[src/rtl/lamp_ctrl_nway.sv]
// N-way staircase lamp controller: debounced switches, toggle-on-change
// lamp register, optional auto-off timer and master off.
module lamp_ctrl_nway #(
    parameter int N_SW    = 3,
    parameter int DEB_CYC = 4,
    parameter int TIMEOUT = 16
) (
    input  logic            clk,
    input  logic            rst_n,
    input  logic [N_SW-1:0] sw,
    input  logic            all_off,
    output logic            F,
    output logic [N_SW-1:0] sw_stable,
    output logic            timeout
);

    localparam int CW = $clog2(DEB_CYC + 1);
    localparam int TW = (TIMEOUT > 0) ? $clog2(TIMEOUT + 1) : 1;
    localparam logic [CW-1:0] DEB_LAST = CW'(DEB_CYC - 1);
    localparam logic [TW-1:0] TMO_LAST = TW'((TIMEOUT > 0) ? TIMEOUT - 1 : 0);
    localparam bit AUTO_OFF = (TIMEOUT != 0);

    typedef enum logic {
        OFF = 1'b0,
        ON  = 1'b1
    } state_t;

    logic [N_SW-1:0] sync1;
    logic [N_SW-1:0] sync2;
    logic [N_SW-1:0] stable_d;
    logic [CW-1:0]   cnt [N_SW];
    logic [N_SW-1:0] chg;
    logic            tog;

    state_t          state_q;
    state_t          state_d;
    logic [TW-1:0]   timer_q;
    logic [TW-1:0]   timer_d;
    logic            timeout_d;

    always_ff @(posedge clk) begin
        if (!rst_n) begin
            sync1     <= '0;
            sync2     <= '0;
            sw_stable <= '0;
            stable_d  <= '0;
            for (int i = 0; i < N_SW; i++) begin
                cnt[i] <= '0;
            end
        end else begin
            sync1    <= sw;
            sync2    <= sync1;
            stable_d <= sw_stable;
            for (int i = 0; i < N_SW; i++) begin
                if (sync2[i] == sw_stable[i]) begin
                    cnt[i] <= '0;
                end else if (cnt[i] == DEB_LAST) begin
                    sw_stable[i] <= sync2[i];
                    cnt[i]       <= '0;
                end else begin
                    cnt[i] <= cnt[i] + 1'b1;
                end
            end
        end
    end

    // Two switches accepted together cancel, as in physical N-way wiring.
    assign chg = sw_stable ^ stable_d;
    assign tog = ^chg;

    always_comb begin
        state_d   = state_q;
        timer_d   = '0;
        timeout_d = 1'b0;
        if (all_off) begin
            state_d = OFF;
        end else if (tog) begin
            state_d = (state_q == ON) ? OFF : ON;
        end else if (state_q == ON && AUTO_OFF && timer_q == TMO_LAST) begin
            state_d   = OFF;
            timeout_d = 1'b1;
        end else if (state_q == ON) begin
            timer_d = timer_q + 1'b1;
        end
    end

    always_ff @(posedge clk) begin
        if (!rst_n) begin
            state_q <= OFF;
            timer_q <= '0;
            timeout <= 1'b0;
        end else begin
            state_q <= state_d;
            timer_q <= timer_d;
            timeout <= timeout_d;
        end
    end

    assign F = (state_q == ON);

endmodule

[config.mk]
export PLATFORM = sky130hd
export DESIGN_NAME = lamp_ctrl_nway
export DESIGN_NICKNAME = d
export VERILOG_FILES = /design/src/rtl/lamp_ctrl_nway.sv
export SDC_FILE = /design/constraint.sdc
export NUM_CORES = 1
export LEC_CHECK = 0
export BUFFER_PORTS_ARGS = -buffer_cell sky130_fd_sc_hd__buf_2
export CAP_MARGIN = 20
export CORE_MARGIN = 10
export CORE_UTILIZATION = 56
export DETAILED_ROUTE_END_ITERATION = 10
export GPL_TIMING_DRIVEN = 0
export HOLD_SLACK_MARGIN = 0.1
export PLACE_DENSITY = 0.86
export SYNTH_ARGS = -nofsm -noshare
export SYNTH_HDL_FRONTEND = slang
export SYNTH_SLANG_ARGS = --single-unit
export TNS_END_PERCENT = 100
[constraint.sdc]
create_clock -name clk -period 1.97 [get_ports clk]
set_input_delay 0.2955 -clock clk [delete_from_list [all_inputs] [get_ports clk]]
set_output_delay 0.2955 -clock clk [all_outputs]
set_load 0.02 [all_outputs]
==> results.py <==
metrics = {
    "sta": {
        "fin_tns_setup_ns": 0,
        "final.setup.worst_slack_ns": 0.342,
        "period_needed_ns": 1.63,
        "rsz0062_at_grt": "no",
        "hold_ws_ns": 0.172,
        "slew_violations": 0,
        "fin_skew_ns": 0.00260,
        "finalSetupViolations": 0,
        "fin_crit_sh_pct": 82.7,
        "fmax_mhz": 614,
        "final-hold-violation-count": 0,
    },
    "clocking": {
        "cts_tree": "built",
        "worstSkewPairLatency_ns": 0.32,
        "postCtsSetupRepairBufs": 0,
        "clockBufferDepth": 2,
        "clkTransAtPathRegs_ns": 0.13,
        "cts-root-buf": "clkbuf_4",
        "cts_buffers": 3,
        "cts_num_sinks": 28,
        "holdBufCountCts": 0,
        "cts_resized": 0,
        "cts_htree_levels": 1,
    },
    "cells_and_area": {
        "final_cell_mix": "dfxtp_1, nor2_1, edfxtp_1, conb_1, buf_2",
        "final-seq-area_sq_um": 651,
        "drive_gt1_share_pct": 13.8,
        "post-route-util_pct": 65.4,
        "finalNonFillerCells": 143,
        "diodes": 0,
        "final_nets": 131,
        "mostFrequentLayoutCell": "dfxtp_1",
        "n_fill_cell": 156,
        "area_growth_pct": 11.9,
        "multi_input_area_sq_um": 477,
    },
    "global_routing": {
        "grt_first_pass_wirelength_microns": 2830,
        "grtUsageMet1_pct": 7.70,
        "overflow": 0,
        "grt_pass1_vias": 715,
        "grt-busiest-layer": "met2",
        "grtUsageMet3_pct": 2.92,
        "grtUsageMet2_pct": 16.1,
        "grt_antenna_before_repair": 0,
        "grt_usage_pct": 8.64,
        "grt_max_degree": 16,
    },
    "power": {
        "pwr-share-clk_pct": 25.4,
        "seqPwrFrac_pct": 69.6,
        "power.switching_uw": 181,
        "ir_worst_vdd_v": 0.000509,
        "switching_share_pct": 20.5,
        "combinationalPowerShare_pct": 5.0,
        "p_leak_uw": 0.000563,
        "internal-power_uw": 705,
        "power_density_mw_per_mm2": 698,
    },
    "synth": {
        "syn-cell-area_sq_mm": 0.00113,
        "synth_top_area_share_pct": 33.5,
        "synth_top_family_by_area": "simple AND/OR/NAND/NOR gates",
        "synth-adder-area-share_pct": 8.82,
        "ys_seq_elements": 28,
        "yosysSeqAreaShare_pct": 57.3,
        "postSynthAreaPerCell_sq_um": 11.9,
        "yosys.area.top_type": "dfxtp_1",
        "synthMuxAreaShare_pct": 3.53,
        "synthSimpleGateAreaFrac_pct": 17.8,
        "synth_compound_gate_area_share_pct": 0,
        "synthTopCellsByArea": "dfxtp_1, edfxtp_1, ha_1",
        "synth_cell_type_count": 22,
        "synthXorXnorAreaFrac_pct": 8.93,
        "synthCells": 95,
        "yosys_warnings": 0,
    },
    "detailed_routing": {
        "wl_per_cell_microns": 11.7,
        "dr.pass1.iters": 4,
        "vias_per_cell": 4.70,
        "wl_microns": 1680,
        "detail-route-antenna-nets": 0,
        "drt_iter0_drc": 9,
        "vias": 672,
        "route.detailed.drc": 0,
    },
    "die": {
        "ios": 11,
        "die_w_microns": 65.0,
        "start_util_pct": 58.4,
        "die_y_microns": 65.0,
        "core_sq_mm": 0.00194,
        "rows": 16,
        "die_area_sq_mm": 0.00423,
    },
    "setup_path": {
        "critical_path_arrival_ns": 1.87,
        "start_kind": "flip-flop",
        "critical_path_buf_inv_count": 0,
        "slowest_stage": "dfxtp_1",
        "cp_num_cells": 5,
        "path_max_fanout": 6,
        "cp_common_cell": "ha_1",
        "worstRegToRegCells": 5,
        "crit_family": "simple AND/OR/NAND/NOR gates",
        "crit_chain": "ha_1 > and3_1 > ha_1 > nand4bb_1 > nor3_1",
        "slowest_delay_ns": 0.35,
        "cp-end-kind": "flip-flop",
        "critPathRequiredTime_ns": 2.21,
        "worstSetupPathType": "reg -> reg",
    },
    "placed_design": {
        "portBuffers": 9,
        "place_inst": 139,
        "place_congestion": 0.666,
        "post-place-ws_ns": 0.337,
        "hpwl_microns": 1310,
    },
    "worst_hold_path": {
        "hp-class": "in -> reg",
        "min_path_cells": 2,
    },
    "run": {
        "max_cap_viol_count": 0,
    },
    "run_status": {
        "status": "completed",
    },
}
metal layers:
layer  vias up  part of all wire, %
met5         -                    0
met4         0                  2.7
met3         5                  3.8
met2         8                   56
met1       313                   38
li1        346                    -
cell usage after synthesis:
cell / n
ha_1: 8
nand4b_1: 1
xnor2_1: 3
and2_1: 8
conb_1: 1
nor2_1: 10
nand3b_1: 3
xor2_1: 4
xnor3_2: 1
and3_1: 1
dfxtp_1: 19
or3b_2: 1
nor2b_1: 3
nor3_1: 5
clkbuf_1: 2
nand4bb_1: 1
xnor2_2: 1
mux2i_1: 4
edfxtp_1: 9
nand3_1: 1
and2_2: 1
inv_1: 8
power groups by stage:
stage          logic [uW]  clock network [uW]  registers [uW]
2_1_floorplan        31.3                   0             629
3_3_place_gp         40.9                   0             629
3_5_place_dp         44.8                   0             630
4_1_cts              45.0                 238             617
5_1_grt              50.7                 257             619
6_report             44.3                 225             617
worst reg2reg max path, cell delays in order, from the launching register on:
cell       delay, ns
dfxtp_1         0.35
ha_1            0.22
and3_1          0.19
ha_1            0.18
nand4bb_1       0.32
nor3_1          0.29
cell families after synthesis:
| group | Yosys count |
|---|---|
| simple gates | 35 |
| flops | 28 |
| buf+inv | 10 |
| xor+xnor | 9 |
| fa+ha+maj | 8 |
| mux | 4 |
| other cells | 1 |
registers in the layout, indices dropped and copies added (netlist names):
register / count
F: 1
sw_stable: 3
cnt: 9
stable_d: 3
timeout: 1
timer_q: 5
sync1: 3
sync2: 3
stage by stage:
stage | area [sq um] | total power (uW)
6_report | 1270 | 887
5_1_grt | 1270 | 927
4_1_cts | 1270 | 901
3_5_place_dp | 1240 | 675
3_3_place_gp | 1240 | 670
2_1_floorplan | 1160 | 661
path summary, 6_finish.rpt:
check | from | endpoint | slack [ns]
max reg2reg | timer_q[0]$_SDFF_PP0_ | timer_q[3]$_SDFF_PP0_ | 0.34
min reg2reg | sync1[2]$_SDFF_PN0_ | sync2[2]$_SDFF_PN0_ | 0.45
max | timer_q[0]$_SDFF_PP0_ | timer_q[3]$_SDFF_PP0_ | 0.34
min | sw[2] | sync1[2]$_SDFF_PN0_ | 0.17
layout make-up:
| cell class | instances | area share (%) |
|---|---|---|
| clock buffers | 3 | 1.77 |
| flip-flops and latches | 28 | 51.2 |
| repair buffers | 9 | 3.55 |
| clock inverters | 1 | 0.296 |
| well taps | 27 | 2.66 |
| multi-input cells | 65 | 37.5 |
| inverters | 8 | 2.36 |
| plain buffers | 2 | 0.591 |
No activity file was read; power rests on OpenSTA's default activity.
